`config.mk`:
```
export PLATFORM = sky130hd
export DESIGN_NAME = cmd_queue_axi_reg_bridge_mc_flat
export DESIGN_NICKNAME = d
export VERILOG_FILES = /design/src/rtl/cmd_queue_axi_reg_bridge_mc_if.sv /design/src/rtl/cmd_queue_axi_reg_bridge_mc.sv /design/src/flat_wrapper.sv
export SDC_FILE = /design/constraint.sdc
export NUM_CORES = 1
export LEC_CHECK = 0
export CAP_MARGIN = 20
export CORE_MARGIN = 4
export CORE_UTILIZATION = 45
export CTS_BUF_LIST = sky130_fd_sc_hd__clkbuf_16
export DETAILED_ROUTE_END_ITERATION = 16
export PLACE_DENSITY = 0.75
export SYNTH_ARGS = -nofsm -noshare
export SYNTH_HDL_FRONTEND = slang
export SYNTH_SLANG_ARGS = --single-unit
export TNS_END_PERCENT = 1
```
`constraint.sdc`:
```
create_clock -name aclk -period 32.1 [get_ports aclk]
set_input_delay 6.42 -clock aclk [delete_from_list [all_inputs] [get_ports aclk]]
set_output_delay 6.42 -clock aclk [all_outputs]
set_load 0.03 [all_outputs]
```
`src/rtl/cmd_queue_axi_reg_bridge_mc_if.sv`:
```
// AXI4-Lite subordinate bundle plus register-request bundle for every channel of the bridge.
// Vectors are channel-major with channel 0 in the LSBs.
interface cmd_queue_axi_reg_bridge_mc_if #(
  parameter int unsigned C_NUM_CH     = 2,
  parameter int unsigned C_ADDR_WIDTH = 12,
  parameter int unsigned C_DATA_WIDTH = 32
);
  localparam int unsigned N = C_NUM_CH;
  localparam int unsigned A = C_ADDR_WIDTH;
  localparam int unsigned D = C_DATA_WIDTH;
  localparam int unsigned S = C_DATA_WIDTH / 8;

  logic [N-1:0]   s_axi_awvalid;
  logic [N-1:0]   s_axi_awready;
  logic [N*A-1:0] s_axi_awaddr;
  logic [N-1:0]   s_axi_wvalid;
  logic [N-1:0]   s_axi_wready;
  logic [N*D-1:0] s_axi_wdata;
  logic [N*S-1:0] s_axi_wstrb;
  logic [N-1:0]   s_axi_bvalid;
  logic [N-1:0]   s_axi_bready;
  logic [N*2-1:0] s_axi_bresp;
  logic [N-1:0]   s_axi_arvalid;
  logic [N-1:0]   s_axi_arready;
  logic [N*A-1:0] s_axi_araddr;
  logic [N-1:0]   s_axi_rvalid;
  logic [N-1:0]   s_axi_rready;
  logic [N*D-1:0] s_axi_rdata;
  logic [N*2-1:0] s_axi_rresp;

  logic [N-1:0]   reg_wr_valid;
  logic [N*A-1:0] reg_wr_addr;
  logic [N*D-1:0] reg_wr_data;
  logic [N*S-1:0] reg_wr_be;
  logic [N-1:0]   reg_wr_done;
  logic [N*2-1:0] reg_wr_resp;
  logic [N-1:0]   reg_rd_valid;
  logic [N*A-1:0] reg_rd_addr;
  logic [N-1:0]   reg_rd_done;
  logic [N*2-1:0] reg_rd_resp;
  logic [N*D-1:0] reg_rd_data;

  // Bridge side
  modport slave (
    input  s_axi_awvalid, s_axi_awaddr, s_axi_wvalid, s_axi_wdata, s_axi_wstrb, s_axi_bready,
           s_axi_arvalid, s_axi_araddr, s_axi_rready,
           reg_wr_done, reg_wr_resp, reg_rd_done, reg_rd_resp, reg_rd_data,
    output s_axi_awready, s_axi_wready, s_axi_bvalid, s_axi_bresp, s_axi_arready,
           s_axi_rvalid, s_axi_rdata, s_axi_rresp,
           reg_wr_valid, reg_wr_addr, reg_wr_data, reg_wr_be, reg_rd_valid, reg_rd_addr
  );

  // Interconnect / register-file side
  modport master (
    output s_axi_awvalid, s_axi_awaddr, s_axi_wvalid, s_axi_wdata, s_axi_wstrb, s_axi_bready,
           s_axi_arvalid, s_axi_araddr, s_axi_rready,
           reg_wr_done, reg_wr_resp, reg_rd_done, reg_rd_resp, reg_rd_data,
    input  s_axi_awready, s_axi_wready, s_axi_bvalid, s_axi_bresp, s_axi_arready,
           s_axi_rvalid, s_axi_rdata, s_axi_rresp,
           reg_wr_valid, reg_wr_addr, reg_wr_data, reg_wr_be, reg_rd_valid, reg_rd_addr
  );
endinterface

```
`src/rtl/cmd_queue_axi_reg_bridge_mc.sv`:
```
// N-channel AXI4-Lite to register-interface bridge: one independent engine per channel with
// round-robin read/write arbitration and a per-access timeout that forces an SLVERR completion.
module cmd_queue_axi_reg_bridge_mc #(
  parameter int unsigned C_NUM_CH     = 2,
  parameter int unsigned C_ADDR_WIDTH = 12,
  parameter int unsigned C_DATA_WIDTH = 32,
  parameter int unsigned C_TIMEOUT    = 256
) (
  input  logic                          aclk,
  input  logic                          areset,
  cmd_queue_axi_reg_bridge_mc_if.slave  bus
);
  localparam int unsigned A  = C_ADDR_WIDTH;
  localparam int unsigned D  = C_DATA_WIDTH;
  localparam int unsigned S  = C_DATA_WIDTH / 8;
  localparam int unsigned CW = $clog2(C_TIMEOUT);
  localparam logic [CW-1:0] CNT_LAST    = CW'(C_TIMEOUT - 1);
  localparam logic [1:0]    RESP_SLVERR = 2'b10;

  typedef enum logic [2:0] {
    IDLE    = 3'd0,
    WR_REQ  = 3'd1,
    WR_RESP = 3'd2,
    RD_REQ  = 3'd3,
    RD_RESP = 3'd4
  } state_t;

  // Complete per-channel register set; all-zero is the reset value (rr_rd=0 means write preferred).
  typedef struct packed {
    state_t          state;
    logic            aw_cap;
    logic            w_cap;
    logic            ar_cap;
    logic            rr_rd;
    logic [A-1:0]    awaddr;
    logic [D-1:0]    wdata;
    logic [S-1:0]    wstrb;
    logic [A-1:0]    araddr;
    logic [CW-1:0]   cnt;
    logic            awready;
    logic            wready;
    logic            arready;
    logic            bvalid;
    logic [1:0]      bresp;
    logic            rvalid;
    logic [1:0]      rresp;
    logic [D-1:0]    rdata;
    logic            wr_valid;
    logic [A-1:0]    wr_addr;
    logic [D-1:0]    wr_data;
    logic [S-1:0]    wr_be;
    logic            rd_valid;
    logic [A-1:0]    rd_addr;
  } ch_regs_t;

  for (genvar g = 0; g < C_NUM_CH; g++) begin : g_ch
    ch_regs_t r_ch;
    ch_regs_t w_ch_n;
    logic     w_aw_hs;
    logic     w_w_hs;
    logic     w_ar_hs;
    logic     w_wr_go;
    logic     w_rd_go;

    assign w_aw_hs = bus.s_axi_awvalid[g] & r_ch.awready;
    assign w_w_hs  = bus.s_axi_wvalid[g]  & r_ch.wready;
    assign w_ar_hs = bus.s_axi_arvalid[g] & r_ch.arready;

    always_ff @(posedge aclk or posedge areset) begin
      if (areset) begin
        r_ch <= '0;
      end else begin
        r_ch <= w_ch_n;
      end
    end

    always_comb begin
      w_ch_n          = r_ch;
      w_ch_n.wr_valid = 1'b0;
      w_ch_n.rd_valid = 1'b0;
      w_wr_go         = 1'b0;
      w_rd_go         = 1'b0;
      case (r_ch.state)
        IDLE: begin
          if (w_aw_hs) begin
            w_ch_n.aw_cap = 1'b1;
            w_ch_n.awaddr = bus.s_axi_awaddr[g*A +: A];
          end
          if (w_w_hs) begin
            w_ch_n.w_cap = 1'b1;
            w_ch_n.wdata = bus.s_axi_wdata[g*D +: D];
            w_ch_n.wstrb = bus.s_axi_wstrb[g*S +: S];
          end
          if (w_ar_hs) begin
            w_ch_n.ar_cap = 1'b1;
            w_ch_n.araddr = bus.s_axi_araddr[g*A +: A];
          end
          // Beats captured this very cycle count, so accept-to-strobe latency is one cycle.
          w_wr_go = w_ch_n.aw_cap & w_ch_n.w_cap & (~w_ch_n.ar_cap | ~r_ch.rr_rd);
          w_rd_go = w_ch_n.ar_cap & ~w_wr_go;
          if (w_wr_go) begin
            w_ch_n.state    = WR_REQ;
            w_ch_n.wr_valid = 1'b1;
            w_ch_n.wr_addr  = w_ch_n.awaddr;
            w_ch_n.wr_data  = w_ch_n.wdata;
            w_ch_n.wr_be    = w_ch_n.wstrb;
            w_ch_n.aw_cap   = 1'b0;
            w_ch_n.w_cap    = 1'b0;
            w_ch_n.rr_rd    = 1'b1;
            w_ch_n.cnt      = '0;
          end else if (w_rd_go) begin
            w_ch_n.state    = RD_REQ;
            w_ch_n.rd_valid = 1'b1;
            w_ch_n.rd_addr  = w_ch_n.araddr;
            w_ch_n.ar_cap   = 1'b0;
            w_ch_n.rr_rd    = 1'b0;
            w_ch_n.cnt      = '0;
          end
        end
        WR_REQ: begin
          if (bus.reg_wr_done[g]) begin
            w_ch_n.state  = WR_RESP;
            w_ch_n.bvalid = 1'b1;
            w_ch_n.bresp  = bus.reg_wr_resp[g*2 +: 2];
          end else if (r_ch.cnt == CNT_LAST) begin
            w_ch_n.state  = WR_RESP;
            w_ch_n.bvalid = 1'b1;
            w_ch_n.bresp  = RESP_SLVERR;
          end else begin
            w_ch_n.cnt = r_ch.cnt + 1'b1;
          end
        end
        WR_RESP: begin
          if (bus.s_axi_bready[g]) begin
            w_ch_n.state  = IDLE;
            w_ch_n.bvalid = 1'b0;
          end
        end
        RD_REQ: begin
          if (bus.reg_rd_done[g]) begin
            w_ch_n.state  = RD_RESP;
            w_ch_n.rvalid = 1'b1;
            w_ch_n.rresp  = bus.reg_rd_resp[g*2 +: 2];
            w_ch_n.rdata  = bus.reg_rd_data[g*D +: D];
          end else if (r_ch.cnt == CNT_LAST) begin
            w_ch_n.state  = RD_RESP;
            w_ch_n.rvalid = 1'b1;
            w_ch_n.rresp  = RESP_SLVERR;
            w_ch_n.rdata  = '0;
          end else begin
            w_ch_n.cnt = r_ch.cnt + 1'b1;
          end
        end
        RD_RESP: begin
          if (bus.s_axi_rready[g]) begin
            w_ch_n.state  = IDLE;
            w_ch_n.rvalid = 1'b0;
          end
        end
        default: w_ch_n.state = IDLE;
      endcase
      // Readies are registered, so they are derived from the state the channel is about to enter.
      w_ch_n.awready = (w_ch_n.state == IDLE) & ~w_ch_n.aw_cap;
      w_ch_n.wready  = (w_ch_n.state == IDLE) & ~w_ch_n.w_cap;
      w_ch_n.arready = (w_ch_n.state == IDLE) & ~w_ch_n.aw_cap & ~w_ch_n.w_cap & ~w_ch_n.ar_cap;
    end

    assign bus.s_axi_awready[g]         = r_ch.awready;
    assign bus.s_axi_wready[g]          = r_ch.wready;
    assign bus.s_axi_arready[g]         = r_ch.arready;
    assign bus.s_axi_bvalid[g]          = r_ch.bvalid;
    assign bus.s_axi_bresp[g*2 +: 2]    = r_ch.bresp;
    assign bus.s_axi_rvalid[g]          = r_ch.rvalid;
    assign bus.s_axi_rresp[g*2 +: 2]    = r_ch.rresp;
    assign bus.s_axi_rdata[g*D +: D]    = r_ch.rdata;
    assign bus.reg_wr_valid[g]          = r_ch.wr_valid;
    assign bus.reg_wr_addr[g*A +: A]    = r_ch.wr_addr;
    assign bus.reg_wr_data[g*D +: D]    = r_ch.wr_data;
    assign bus.reg_wr_be[g*S +: S]      = r_ch.wr_be;
    assign bus.reg_rd_valid[g]          = r_ch.rd_valid;
    assign bus.reg_rd_addr[g*A +: A]    = r_ch.rd_addr;
  end
endmodule

```
`src/flat_wrapper.sv`:
```
// flat-port wrapper written by rule: the top's interface ports become plain ports
module cmd_queue_axi_reg_bridge_mc_flat 
#(
  parameter int unsigned C_NUM_CH     = 2,
  parameter int unsigned C_ADDR_WIDTH = 12,
  parameter int unsigned C_DATA_WIDTH = 32,
  parameter int unsigned C_TIMEOUT    = 256
)
  (aclk, areset, bus_s_axi_awvalid, bus_s_axi_awaddr, bus_s_axi_wvalid, bus_s_axi_wdata, bus_s_axi_wstrb, bus_s_axi_bready, bus_s_axi_arvalid, bus_s_axi_araddr, bus_s_axi_rready, bus_reg_wr_done, bus_reg_wr_resp, bus_reg_rd_done, bus_reg_rd_resp, bus_reg_rd_data, bus_s_axi_awready, bus_s_axi_wready, bus_s_axi_bvalid, bus_s_axi_bresp, bus_s_axi_arready, bus_s_axi_rvalid, bus_s_axi_rdata, bus_s_axi_rresp, bus_reg_wr_valid, bus_reg_wr_addr, bus_reg_wr_data, bus_reg_wr_be, bus_reg_rd_valid, bus_reg_rd_addr);
  cmd_queue_axi_reg_bridge_mc_if #(.C_NUM_CH(C_NUM_CH), .C_ADDR_WIDTH(C_ADDR_WIDTH), .C_DATA_WIDTH(C_DATA_WIDTH)) bus_i ();
  input  logic aclk;
  input  logic areset;
  input wire logic [$bits(bus_i.s_axi_awvalid)-1:0] bus_s_axi_awvalid;
  input wire logic [$bits(bus_i.s_axi_awaddr)-1:0] bus_s_axi_awaddr;
  input wire logic [$bits(bus_i.s_axi_wvalid)-1:0] bus_s_axi_wvalid;
  input wire logic [$bits(bus_i.s_axi_wdata)-1:0] bus_s_axi_wdata;
  input wire logic [$bits(bus_i.s_axi_wstrb)-1:0] bus_s_axi_wstrb;
  input wire logic [$bits(bus_i.s_axi_bready)-1:0] bus_s_axi_bready;
  input wire logic [$bits(bus_i.s_axi_arvalid)-1:0] bus_s_axi_arvalid;
  input wire logic [$bits(bus_i.s_axi_araddr)-1:0] bus_s_axi_araddr;
  input wire logic [$bits(bus_i.s_axi_rready)-1:0] bus_s_axi_rready;
  input wire logic [$bits(bus_i.reg_wr_done)-1:0] bus_reg_wr_done;
  input wire logic [$bits(bus_i.reg_wr_resp)-1:0] bus_reg_wr_resp;
  input wire logic [$bits(bus_i.reg_rd_done)-1:0] bus_reg_rd_done;
  input wire logic [$bits(bus_i.reg_rd_resp)-1:0] bus_reg_rd_resp;
  input wire logic [$bits(bus_i.reg_rd_data)-1:0] bus_reg_rd_data;
  output wire logic [$bits(bus_i.s_axi_awready)-1:0] bus_s_axi_awready;
  output wire logic [$bits(bus_i.s_axi_wready)-1:0] bus_s_axi_wready;
  output wire logic [$bits(bus_i.s_axi_bvalid)-1:0] bus_s_axi_bvalid;
  output wire logic [$bits(bus_i.s_axi_bresp)-1:0] bus_s_axi_bresp;
  output wire logic [$bits(bus_i.s_axi_arready)-1:0] bus_s_axi_arready;
  output wire logic [$bits(bus_i.s_axi_rvalid)-1:0] bus_s_axi_rvalid;
  output wire logic [$bits(bus_i.s_axi_rdata)-1:0] bus_s_axi_rdata;
  output wire logic [$bits(bus_i.s_axi_rresp)-1:0] bus_s_axi_rresp;
  output wire logic [$bits(bus_i.reg_wr_valid)-1:0] bus_reg_wr_valid;
  output wire logic [$bits(bus_i.reg_wr_addr)-1:0] bus_reg_wr_addr;
  output wire logic [$bits(bus_i.reg_wr_data)-1:0] bus_reg_wr_data;
  output wire logic [$bits(bus_i.reg_wr_be)-1:0] bus_reg_wr_be;
  output wire logic [$bits(bus_i.reg_rd_valid)-1:0] bus_reg_rd_valid;
  output wire logic [$bits(bus_i.reg_rd_addr)-1:0] bus_reg_rd_addr;
  assign bus_i.s_axi_awvalid = bus_s_axi_awvalid;
  assign bus_i.s_axi_awaddr = bus_s_axi_awaddr;
  assign bus_i.s_axi_wvalid = bus_s_axi_wvalid;
  assign bus_i.s_axi_wdata = bus_s_axi_wdata;
  assign bus_i.s_axi_wstrb = bus_s_axi_wstrb;
  assign bus_i.s_axi_bready = bus_s_axi_bready;
  assign bus_i.s_axi_arvalid = bus_s_axi_arvalid;
  assign bus_i.s_axi_araddr = bus_s_axi_araddr;
  assign bus_i.s_axi_rready = bus_s_axi_rready;
  assign bus_i.reg_wr_done = bus_reg_wr_done;
  assign bus_i.reg_wr_resp = bus_reg_wr_resp;
  assign bus_i.reg_rd_done = bus_reg_rd_done;
  assign bus_i.reg_rd_resp = bus_reg_rd_resp;
  assign bus_i.reg_rd_data = bus_reg_rd_data;
  assign bus_s_axi_awready = bus_i.s_axi_awready;
  assign bus_s_axi_wready = bus_i.s_axi_wready;
  assign bus_s_axi_bvalid = bus_i.s_axi_bvalid;
  assign bus_s_axi_bresp = bus_i.s_axi_bresp;
  assign bus_s_axi_arready = bus_i.s_axi_arready;
  assign bus_s_axi_rvalid = bus_i.s_axi_rvalid;
  assign bus_s_axi_rdata = bus_i.s_axi_rdata;
  assign bus_s_axi_rresp = bus_i.s_axi_rresp;
  assign bus_reg_wr_valid = bus_i.reg_wr_valid;
  assign bus_reg_wr_addr = bus_i.reg_wr_addr;
  assign bus_reg_wr_data = bus_i.reg_wr_data;
  assign bus_reg_wr_be = bus_i.reg_wr_be;
  assign bus_reg_rd_valid = bus_i.reg_rd_valid;
  assign bus_reg_rd_addr = bus_i.reg_rd_addr;
  cmd_queue_axi_reg_bridge_mc #(.C_NUM_CH(C_NUM_CH), .C_ADDR_WIDTH(C_ADDR_WIDTH), .C_DATA_WIDTH(C_DATA_WIDTH), .C_TIMEOUT(C_TIMEOUT)) u_core (.aclk(aclk), .areset(areset), .bus(bus_i));
endmodule
```
-- Word-level counts from Yosys, hierarchy flattened
Index checks and enable logic that the tools add are counted.
- register bits after elaboration: 356
- input bits: 208
- output and inout port bits: 206
- logic and storage cells: 222
- add/sub/neg operators: 2
- eq/ne operators: 24
- mux-type cells: 82
- bitwise logic cells: 34
- reductions and logical operators: 32
- operators with widths (cell ; number):
    $mux 35 ; 4
    $mux 64 ; 2
    $mux 62 ; 2
    $mux 49 ; 2
    $mux 8 ; 10
    $mux 36 ; 2
    $mux 3 ; 20
    $mux 13 ; 4
    $mux 12 ; 4
    $pmux 8 s3 ; 2
    $pmux 3 s5 ; 2
    $and 1x1->1 ; 20
    $mux 1 ; 20
    $reduce_bool 2->1 ; 10
    $reduce_and 3->1 ; 6
    $add 8x1->8 const B ; 2
    $eq 8x8->1 const B ; 2
    $ne 2x2->1 const B ; 8
    $reduce_and 2->1 ; 8
    $eq 3x2->1 const B ; 4
    $logic_not 3->1 ; 4
    $ne 3x2->1 const B ; 4
    $not 1->1 ; 12
    $mux 2 ; 4
    other kinds (7) ; 16

-- Depth between registers and ports, before layout
- depth in word-level cells: 15
- depth in mapped cells: 7
- gate-level depth less buffers: 7

-- Worst setup path after synthesis
No wires, ideal clock.
- path type: input-to-reg
- start point: input bus_s_axi_wvalid[1]
- end point: register u_core.g_ch[1].r_ch (netlist bit u_core.bus.reg_wr_data[32])
- setup time: 0.137 ns
- data arrival time: 7.529 ns
- data required time: 31.963 ns
- path slack: 24.434 ns
- cell stages on the path: 5
- buffers on the path: 2
- cells stage by stage: and2_1 -> buf_2 -> clkbuf_1 -> mux2i_1 -> a21oi_1
- word-level cells in the longest chain between the ends: 6
- elaborated cells between the ends (all ways): 7
- those cells by class: mux (3); bitwise (3); reduce/logical (1)
- RTL lines (element ; RTL line ; RTL):
    start, declared ; flat_wrapper.sv:15 ; input wire logic [$bits(bus_i.s_axi_wvalid)-1:0] bus_s_axi_wvalid;
    $and 1x1->1 (*) ; cmd_queue_axi_reg_bridge_mc.sv:66 ; assign w_w_hs = bus.s_axi_wvalid[g] & r_ch.wready;
    $mux 1 ; cmd_queue_axi_reg_bridge_mc.sv:89 ; if (w_w_hs) begin
    $mux 1 ; cmd_queue_axi_reg_bridge_mc.sv:83 ; case (r_ch.state)
    $and 1x1->1 (2 in series) ; cmd_queue_axi_reg_bridge_mc.sv:99 ; w_wr_go = w_ch_n.aw_cap & w_ch_n.w_cap & (~w_ch_n.ar_cap | ~r_ch.rr_rd);
    $reduce_and 2->1 (no line) ; - ;
    end signal, assigned ; cmd_queue_axi_reg_bridge_mc.sv:73 ; r_ch <= w_ch_n;
    end, declared ; cmd_queue_axi_reg_bridge_mc.sv:57 ; ch_regs_t r_ch;
Mark *: on every way between the ends. The rest lies on a longest branch, timed or not. The select of a mux whose other input is x is not followed.
A chain may end at the register's enable or synchronous reset.

==> results.md <==
* Outcome: completed
* TritonRoute pass-1 iters at 5
* Clock root buffer: sky130_fd_sc_hd__clkbuf_16
* Final TNS setup at 0 ns
* Number of warnings printed during yosys synthesis at 0
* Core Footprint at 34900 µm²
* WL/cell at 18.6 µm
* Area Growth Syn to Fin at 26.6%
* Cell Pwr Density at 108 nW/µm²
* Final cycle utilization of the critical path at 0.276
* Cell types with the largest area share after synthesis: sky130_fd_sc_hd__dfrtp_1 (55%), sky130_fd_sc_hd__buf_4 (9.8%), sky130_fd_sc_hd__mux2_2 (8.4%)
* Half-perimeter wire length after detailed placement at 27200 µm
* CTS HTree Levels at 2
* Tot GR Track Use at 0.191
* Critical hold path startpoint: u_core.bus.reg_rd_addr[0]
* Synth top cells by count: sky130_fd_sc_hd__dfrtp_1 (356), sky130_fd_sc_hd__buf_4 (210), sky130_fd_sc_hd__nor2_1 (139), sky130_fd_sc_hd__a21oi_1 (122)
* Average via count per standard cell at 5.19
* Setup violators final at 0
* Largest fanout on the critical path at 128
* Die ar. at 38800 µm²
* Fraction of final layout cells with drive strength greater than 1 at 0.123
* Count of cells along the worst register-to-register path at 6
* Number of max-cap violations at 0
* Top-area cell type share of the netlist area at 0.554
* Max-slew headroom at the worst pin at 0.263
* Wire length reported by the detailed router at 38400 µm
* Max stage delay on crit path at 0.87 ns
* Number of hold buffers added after CTS at 0
* Clock Path Buffers at 3
* Vias after detailed routing at 10700
* Number of antenna violations at the first check in global routing at 3
* Pin count of the biggest net entering global routing at 129
* Kind of capture point of the worst setup path: async pin
* Sequential area share after synthesis at 0.554
* Required @ worst endpoint at 32.60 ns
* Achievable clock frequency at 0.113 GHz
* Arrival time of the worst setup path at 9.36 ns
* Via count of the first global-routing pass at 11000
* CP top delay family: buffers and inverters
* Gr ovfl total at 0
* Most common cell on crit path: sky130_fd_sc_hd__buf_4
* Synth cell types at 52
* Ordered cell list for the critical path: clkdlybuf4s50_1 > inv_8 > buf_4 > buf_4
* End point of the worst hold path: u_core.bus.reg_rd_addr[0]
* Number of buffers added on ports at 413
* Initial core utilization at 0.461
* Syn Inst Count at 1380
* Hold Violations, Final at 0
* Antenna-violating nets left at 0
* RSZ-0062 raised after global routing: false
* Number of synthesized flops with an enable pin at 0
* Mean cell area of the mapped netlist at 11.6 µm²
* Depth of the worst hold-timing path at 2
* Slack of the worst reg-to-reg path at 29.27 ns
* Crit Reg-Reg Startpoint: u_core.g_ch[0].r_ch[175]
* Leak at 9.17 nW
* Height of the die at 197 µm
* Placed standard-cell area at 19100 µm²
* Clock buffer count from CTS at 39
* Max-slew violation count at 0
* Top-count cell post-synth: sky130_fd_sc_hd__dfrtp_1
* I/O Pins at 414
* Minimum period implied by the final worst setup slack at 8.86 ns
* Launching instance or port of the critical path: areset
* Share of flip-flops with an asynchronous set or reset after synthesis at 1.00
* Gp weighted congestion at 0.795
* Clock transition at the registers of the reported paths at 0.06 ns
* Post-CTS setup repair buffer count at 0
* TritonCTS clock tree: yes
* Yosys top cell by area: sky130_fd_sc_hd__dfrtp_1
* Most used flip-flop cell after synthesis: sky130_fd_sc_hd__dfrtp_1
* Reg-to-reg endpoint: u_core.bus.s_axi_arready[0]
* Maximum VDD drop at 0.0725 mV
* Slowest cell on the critical path: sky130_fd_sc_hd__buf_4
* Buffers plus inverters on the worst setup path at 4
* Final routed DRC violation total at 0
* Final net count at 1789
* Mapped Nets at 1590
* Skew final at 0.0162 ns
* CTS sink count at 356
* Register bit total from synthesis at 356
* Post-CTS resize count at 0
* Worst hold path type: reg -> reg
* First-pass GRT wire length at 60300 µm
* Path type of the worst setup path: in -> async
* Clock latency reported for the late side of the worst-skew pair at 0.51 ns
* Slew at the pin closest to its max-slew limit at 1.10 ns
* Area of the mapped netlist at 16100 µm²
* Critical path launch point type: input port
* DRC marker count from the first detailed-route iteration at 529
* Die W at 197 µm
* Finished Cell Area at 20300 µm²
* Rows at 68
==> area by class of cell <==
cell class                 count  area [µm²]
inverter                      20        82.6
timing repair buffer         429        4310
fill                        2862       14500
sequential                   356        8910
tap                          455         569
multi-input combinational    733        5300
clock buffer                  39         976
clock inverter                27         201
antenna                        2        5.00
==> cells by family after synthesis <==
family,Yosys count,share of synthesized area
DFF,356,0.554
buffers and inverters,291,0.119
AOI/OAI and AO/OA,258,0.104
muxes,240,0.159
and+or+nand+nor,233,0.0628
adders and majority gates,2,0.00156
==> report_power, final <==
part           switching (mW)  internal, mW  total, mW
Combinational           0.547         0.438      0.985
Clock                   0.173         0.244      0.417
Sequential              0.127         0.661      0.789
==> routing by layer <==
metal	track usage	wire length [µm]
met5	0	7
met3	0.0479	2830
met2	0.327	19100
met4	0.0586	1070
met1	0.242	15400
==> worst register-to-register path, delay by kind of cell (launching register included) <==
family / cells / cell delay, ns
compound gates: 2 / 0.32
flops: 1 / 0.53
simple gates: 3 / 1.15
buf+inv: 1 / 0.74
==> how the worst max path moves through the flow <==
stage,to,cells past startpoint
global placement,u_core.bus.s_axi_rdata[13],4
global route,u_core.bus.s_axi_rdata[6],4
CTS,u_core.bus.s_axi_rdata[12],4
floorplan,u_core.bus.reg_rd_addr[0],1
finish,u_core.bus.s_axi_rdata[6],4
detailed placement,u_core.bus.s_axi_rdata[12],4
==> stage by stage <==
step	hold WS, ns	worst slack (ns)	std cells	utilization	power [mW]
2_1_floorplan	0.446	15.80	1380	-	1.56
3_3_place_gp	0.465	22.54	1988	0.547	1.75
3_5_place_dp	0.470	22.52	1989	0.547	1.78
4_1_cts	0.484	23.07	2055	0.581	2.21
5_1_grt	0.507	22.71	2061	0.583	2.32
6_report	0.479	23.24	2061	0.583	2.19
==> state kept, by name, summed over array words and instances, names as in the netlist <==
signal and cells:
u_core.bus.s_axi_bresp 4, u_core.bus.s_axi_awready 2, u_core.bus.s_axi_wready 2, u_core.bus.reg_wr_valid 2
u_core.bus.reg_wr_data 64, u_core.bus.s_axi_rvalid 2, u_core.bus.reg_wr_be 8, u_core.bus.reg_rd_addr 24
u_core.bus.s_axi_rresp 4, u_core.bus.reg_wr_addr 24, u_core.bus.s_axi_rdata 64, u_core.bus.s_axi_arready 2
u_core.bus.reg_rd_valid 2, u_core.g_ch.r_ch 150, u_core.bus.s_axi_bvalid 2
==> layout by cell type (no fill, tap or decap), types with 4 or more instances in the layout <==
cell,n
sky130_fd_sc_hd__buf_4,13
sky130_fd_sc_hd__and3_1,7
sky130_fd_sc_hd__a21o_1,4
sky130_fd_sc_hd__nand3_1,13
sky130_fd_sc_hd__nand2b_1,8
sky130_fd_sc_hd__nand2_1,37
sky130_fd_sc_hd__clkdlybuf4s50_1,413
sky130_fd_sc_hd__o21ai_0,33
sky130_fd_sc_hd__or3_1,5
sky130_fd_sc_hd__clkbuf_16,39
sky130_fd_sc_hd__mux2_2,120
sky130_fd_sc_hd__nor3_1,7
sky130_fd_sc_hd__a21oi_1,121
sky130_fd_sc_hd__inv_1,29
sky130_fd_sc_hd__a22o_1,66
sky130_fd_sc_hd__nand4_1,5
sky130_fd_sc_hd__clkinv_1,7
sky130_fd_sc_hd__mux2i_1,120
sky130_fd_sc_hd__dfrtp_1,356
sky130_fd_sc_hd__nor2_1,138
Note: power is estimated with default switching activity, not from simulation.
